--- src/rtl/loop_scheduler.sv ---
// loop_scheduler: hardware nested-loop sequencer. Latches rows/cols on start,
// then issues one (i, j) index pair per accepted valid/ready beat, row-major.
//
// Handshake: issue_valid is high for the whole RUN state. It is independent of
// issue_ready. A beat transfers on any rising edge where issue_valid and
// issue_ready are both high. While no transfer happens, the indices and their
// decodes hold stable.
module loop_scheduler #(
    parameter int W = 32
) (
    input  logic         clk,
    input  logic         rst,
    input  logic         start,
    input  logic         abort,
    input  logic [W-1:0] n_rows,
    input  logic [W-1:0] n_cols,
    output logic         issue_valid,
    input  logic         issue_ready,
    output logic [W-1:0] i_idx,
    output logic [W-1:0] j_idx,
    output logic         row_end,
    output logic         last,
    output logic         busy,
    output logic         done,
    output logic         err_zero,
    output logic [W-1:0] beat_cnt
);

    typedef enum logic [1:0] {
        IDLE = 2'd0,
        RUN  = 2'd1,
        DONE = 2'd2
    } state_t;

    state_t       state;
    state_t       state_next;
    logic [W-1:0] rows_q;
    logic [W-1:0] cols_q;
    logic [W-1:0] i_q;
    logic [W-1:0] j_q;
    logic [W-1:0] beat_q;
    logic         err_q;

    logic hs;
    logic start_ok;
    logic start_bad;
    logic at_row_end;
    logic at_last;

    // A zero count would make the loop empty, so it is rejected instead of launched.
    assign start_ok   = start && (n_rows != '0) && (n_cols != '0);
    assign start_bad  = start && ((n_rows == '0) || (n_cols == '0));
    assign hs         = (state == RUN) && issue_ready;
    // Full-width equality on registered indices. i < rows and j < cols always hold.
    assign at_row_end = (j_q == cols_q - W'(1));
    assign at_last    = at_row_end && (i_q == rows_q - W'(1));

    // State register.
    always_ff @(posedge clk) begin
        if (!rst) begin
            state <= IDLE;
        end else begin
            state <= state_next;
        end
    end

    // Next-state logic. Abort wins over completion in RUN.
    always_comb begin
        state_next = state;
        case (state)
            IDLE: if (start_ok) state_next = RUN;
            RUN: begin
                if (abort) begin
                    state_next = IDLE;
                end else if (hs && at_last) begin
                    state_next = DONE;
                end
            end
            DONE:    state_next = IDLE;
            default: state_next = IDLE;
        endcase
    end

    // Index, count and error registers. A beat taken in the abort cycle still counts.
    always_ff @(posedge clk) begin
        if (!rst) begin
            rows_q <= '0;
            cols_q <= '0;
            i_q    <= '0;
            j_q    <= '0;
            beat_q <= '0;
            err_q  <= 1'b0;
        end else begin
            err_q <= 1'b0;
            case (state)
                IDLE: begin
                    if (start_ok) begin
                        rows_q <= n_rows;
                        cols_q <= n_cols;
                        i_q    <= '0;
                        j_q    <= '0;
                        beat_q <= '0;
                    end else if (start_bad) begin
                        err_q <= 1'b1;
                    end
                end
                RUN: begin
                    if (hs) begin
                        beat_q <= beat_q + W'(1);
                        // The final beat leaves i/j on their last values.
                        if (!at_last) begin
                            if (at_row_end) begin
                                j_q <= '0;
                                i_q <= i_q + W'(1);
                            end else begin
                                j_q <= j_q + W'(1);
                            end
                        end
                    end
                end
                default: ;
            endcase
        end
    end

    // Output decode from registered state, indices and latched counts.
    always_comb begin
        issue_valid = (state == RUN);
        busy        = (state != IDLE);
        done        = (state == DONE);
        row_end     = (state == RUN) && at_row_end;
        last        = (state == RUN) && at_last;
        err_zero    = err_q;
        i_idx       = i_q;
        j_idx       = j_q;
        beat_cnt    = beat_q;
    end

endmodule

--- config.mk ---
export PLATFORM = sky130hd
export DESIGN_NAME = loop_scheduler
export DESIGN_NICKNAME = d
export VERILOG_FILES = /design/src/rtl/loop_scheduler.sv
export SDC_FILE = /design/constraint.sdc
export NUM_CORES = 1
export LEC_CHECK = 0
export ABC_CLOCK_PERIOD_IN_PS = 8700
export BUFFER_PORTS_ARGS = -buffer_cell sky130_fd_sc_hd__buf_2
export CAP_MARGIN = 10
export CORE_ASPECT_RATIO = 0.6
export CORE_MARGIN = 10
export CORE_UTILIZATION = 51
export CTS_CLUSTER_DIAMETER = 200
export DETAILED_ROUTE_END_ITERATION = 8
export GPL_ROUTABILITY_DRIVEN = 0
export PLACE_DENSITY = 0.86
export SLEW_MARGIN = 20
export SYNTH_ARGS = -nofsm -noshare
export SYNTH_HDL_FRONTEND = slang
export SYNTH_SLANG_ARGS = --single-unit
--- constraint.sdc ---
create_clock -name clk -period 8.7 [get_ports clk]
set_clock_uncertainty 0.1 [all_clocks]
set_input_delay 0.435 -clock clk [delete_from_list [all_inputs] [get_ports clk]]
set_output_delay 0.435 -clock clk [all_outputs]
set_load 0.02 [all_outputs]
# --- After elaboration in Yosys (flattened, before gate mapping) ---
# Cells that the tools add are included.
# Widths: inputs -> output; s select.
totals:
  ff_bits: 163
  input_bits: 69
  output_inout_bits: 102
  elab_cells: 61
classes:
  n_addsub: 5
  n_eq_ne: 9
  mux: 16
  n_bitwise: 2
  n_reduce_logical: 22
ops:
  columns: ["cell", "n"]
  rows:
  - ["$mux 32", 8]
  - ["$pmux 32 s2", 3]
  - ["$add 32x1->32 const B", 3]
  - ["$eq 32x32->1", 2]
  - ["$logic_not 32->1", 2]
  - ["$reduce_bool 32->1", 2]
  - ["$sub 32x1->32 const B", 2]
  - ["$logic_and 1x1->1", 8]
  - ["$mux 2", 3]
  - ["$reduce_and 5->1", 1]
  - ["$ne 2x1->1 const B", 2]
  - ["$ne 2x2->1 const B", 2]
  - ["$pmux 2 s2", 1]
  - ["$reduce_and 2->1", 2]
  - ["$reduce_and 4->1", 1]
  - ["$reduce_bool 2->1", 2]
  - ["$ne 3x2->1 const B", 1]
  - ["$reduce_and 3->1", 1]
  - ["$reduce_or 3->1", 1]
  - ["$eq 2x1->1 const B", 1]
  - ["$eq 2x2->1 const B", 1]
  - ["$logic_not 2->1", 1]
  - ["$not 1->1", 2]
  - ["$logic_or 1x1->1", 1]
  - ["$mux 1", 1]

# --- Logic depth before layout (Yosys ltp) ---
logic_depth:
  ltp_word: 7
  depth_mapped: 13
  ltp_nobuf: 11

# --- Worst setup path before layout ---
# Ideal clock, no wire load.
synth_path:
  path_kind: "register to output"
  from: "register cols_q[0]"
  to: "output port last"
  arrival_ns: 3.166
  t_required_ns: 8.165
  slack_ns: 4.999
  stages_incl_launch_ff: 11
  n_path_buf: 0
  path_cell_list: "dfxtp_1 -> inv_1 -> ha_1 -> nor4b_2 -> nand4_1 -> nor4b_1 -> xnor2_1 -> nor4_1 -> and4_1 -> nand2_1 -> nor4_1"
synth_via:
  elab_chain_cells: 4
synth_rtl:
  columns: ["item", "line", "text"]
  rows:
  - ["start: declaration", "38", "logic [W-1:0] cols_q;"]
  - ["start signal: assignment", "99", "cols_q <= n_cols;"]
  - ["$sub 32x1->32", "55", "assign at_row_end = (j_q == cols_q - W'(1));"]
  - ["$eq 32x32->1", "55", null]
  - ["$logic_and 1x1->1", "56", "assign at_last = at_row_end && (i_q == rows_q - W'(1));"]
  - ["$logic_and 1x1->1", "132", "last = (state == RUN) && at_last;"]
  - ["end: declaration", "22", "output logic last,"]
# No other way between the ends.

# --- Final worst setup path ---
# Ends and elaborated chain as after synthesis.

==> reports/qor.csv <==
metric;value;unit
synthTopCellsByArea;dfxtp_1 (33%), nand2_1 (7.4%), a21boi_0 (5.0%), xnor2_1 (5.0%), xor2_1 (4.6%);
cpLargestDelayFamily;simple AND/OR/NAND/NOR gates;
die_w;200;µm
grt_pass1_vias;9295;
drt-wirelength-per-cell;19.9;µm
final_util;59.7;%
ios;171;
syn_area;0.00989;mm²
post-route-cell-area;0.0114;mm²
synth-async-reset-ratio;0;%
final_cells;1650;
drc;0;
io_buffer_count;170;
p_leak;4.29;nW
finalHoldViolCount;0;
grt_max_degree;73;
critPathArrivalTime;4390;ps
critPathRequiredTime;8170;ps
cts_tree;done;
rows;39;
hp-class;in -> reg;
rsz0062_at_grt;false;
clock-root-buffer;clkbuf_16;
path_max_fanout;9;
yosysWarningCount;0;
cts.sinks;163;
grt_util_met1;37.1;%
worst_slew_pin_slew;1050;ps
path_class;reg -> out;
use_met2;33.2;%
h-tree-depth;4;
drv_cap;0;
synth_edf_count;0;
finalSetupTns;0;ps
cts_resized;0;
n_antenna_cell;0;
antenna_left;0;
holdWs;159;ps
clock_latency;440;ps
firstDrtPassIters;6;
cpMostUsedCell;nor4_1;
yosysTopAreaCell;dfxtp_1;
finalSetupViolations;0;
syn2layout_area_growth;14.9;%
post_synth_num_cell_types;65;
grt_antenna_before_repair;0;
design.core.area;0.0190;mm²
end_kind;primary output;
status;finished, final reports clean;
syn_inst;1274;
crit_path_max_incr_delay;740;ps
grt_pass1_wl;50900;µm
cp_num_buf_inv;2;
start_util;52.0;%
synthFlopType;dfxtp_1;
grt-ovfl-total;0;
grt_use_met3;7.63;%
ys_ff_latch;163;
period_needed;4920;ps
clk_path_buf_depth;2;
fin_crit_sh;56.6;%
postCtsHoldBufs;0;
synth_nets;1348;
dieHeight;128;µm
powerDensity;164;mW/mm²
track_usage;24.8;%
cts_made_buffers;17;
crit_slowest_cell;nor4b_2;
yosysTopAreaCellShare;33.0;%
finalMaxSlewViolations;0;
wl;32800;µm
postCtsSetupRepairBufs;0;
clk_pin_slew;70;ps
ir_worst_vdd;0.000141;V
synth_commonest_cells;nand2_1 (196), dfxtp_1 (163), nor2_1 (74);
dp_hpwl;24400;µm
dp.cells;1617;
max_clock_freq;203;MHz
max_slew_margin;29.9;%
detail_route.vias_per_cell;6.33;
place_area;0.0108;mm²
vias;10400;
synth-seq-area-share;33.0;%
drt_iter0_markers;1203;
drive_above_1_share;16.7;%
syn_area_per_cell;7.76;µm²
crit_chain;inv_1 > ha_1 > nor4b_2 > nand4_1 > nor4b_1 > xnor2_1 > nor4_1 > and4_1 > nand2_1 > nor4_1 > buf_2;
busiest_layer;met1;
dieArea;0.0255;mm²
start_kind;register;
fin_nets;1465;
yosysMostFrequentCell;nand2_1;
registers in the layout (all words and copies together) (netlist names):
register and cells:
j_idx 32, rows_q 32, beat_cnt 32, err_zero 1
state 2, cols_q 32, i_idx 32
tightest hold or removal path, stage by stage:
cell,delay [ps]
buf_2,100
nand2_1,50
a21boi_0,60
through the flow:
step	power [W]	setup slack, ps
finish	0.00186	3780
global route	0.00193	3520
CTS	0.00185	3860
detailed placement	0.00111	4320
global placement	0.00110	4500
floorplan	0.00103	5000
final cells by class:
type	count	area, µm²
inverters	18	67.6
repair buffers	176	916
well taps	246	308
flip-flops and latches	163	3260
clock buffers	20	457
clock inverters	12	121
fillers	1749	7660
multi-input cells	1015	6240
layer usage:
layer,up-vias,share of wire (%)
met5,-,0
li1,4952,-
met1,4798,46
met4,0,1.9
met3,59,13
met2,640,39
kinds of logic (layout without fill, tap and decap cells):
group | count (synthesis) | after routing | share of synthesized area (%)
and+or+nand+nor | 628 | 628 | 33.6
xor gates and xnor gates | 108 | 108 | 9.56
adders and majority gates | 5 | 5 | 0.633
buffers and inverters | 96 | 226 | 4.28
muxes | 9 | 9 | 0.911
DFF | 163 | 163 | 33.0
AOI/OAI and AO/OA | 265 | 265 | 18.0
where the power goes:
group | switching [W] | total, W | leakage, nW | internal, W
registers | 0.0000359 | 0.000801 | 1.32 | 0.000765
clock network | 0.000338 | 0.000753 | 0.276 | 0.000416
logic | 0.000189 | 0.000306 | 2.69 | 0.000117
total | 0.000563 | 0.00186 | 4.29 | 0.00130
final timing paths:
kind | startpoint | endpoint | slack (ps) | cells after the start
min | n_cols[30] | cols_q[30] | 160 | 3
min reg2reg | rows_q[31] | rows_q[31] | 400 | 2
max reg2reg | rows_q[3] | i_idx[1] | 4190 | 10
max | cols_q[0] | last | 3780 | 11
placed cells by master, fill, tap and decap left out, types with 8 or more instances in the layout:
| cell | synthesis | routed |
|---|---|---|
| and2_1 | 9 | 9 |
| or3_1 | 38 | 38 |
| dfxtp_1 | 163 | 163 |
| clkbuf_16 | 0 | 17 |
| xnor2_1 | 56 | 56 |
| nand3_1 | 53 | 53 |
| nor4_1 | 53 | 53 |
| a21boi_0 | 66 | 66 |
| o21ai_0 | 22 | 22 |
| a21oi_1 | 70 | 69 |
| nand2b_1 | 9 | 9 |
| o31ai_1 | 44 | 44 |
| or4_1 | 55 | 55 |
| a31oi_1 | 9 | 9 |
| nor3_1 | 33 | 33 |
| nor2_1 | 74 | 74 |
| nand4_1 | 34 | 34 |
| nand2_1 | 196 | 195 |
| mux2i_1 | 9 | 9 |
| buf_2 | 4 | 170 |
| xor2_1 | 52 | 52 |
| inv_1 | 18 | 17 |
| and3_1 | 21 | 21 |
| and4_1 | 8 | 8 |
No activity file was read; power rests on OpenSTA's default activity.
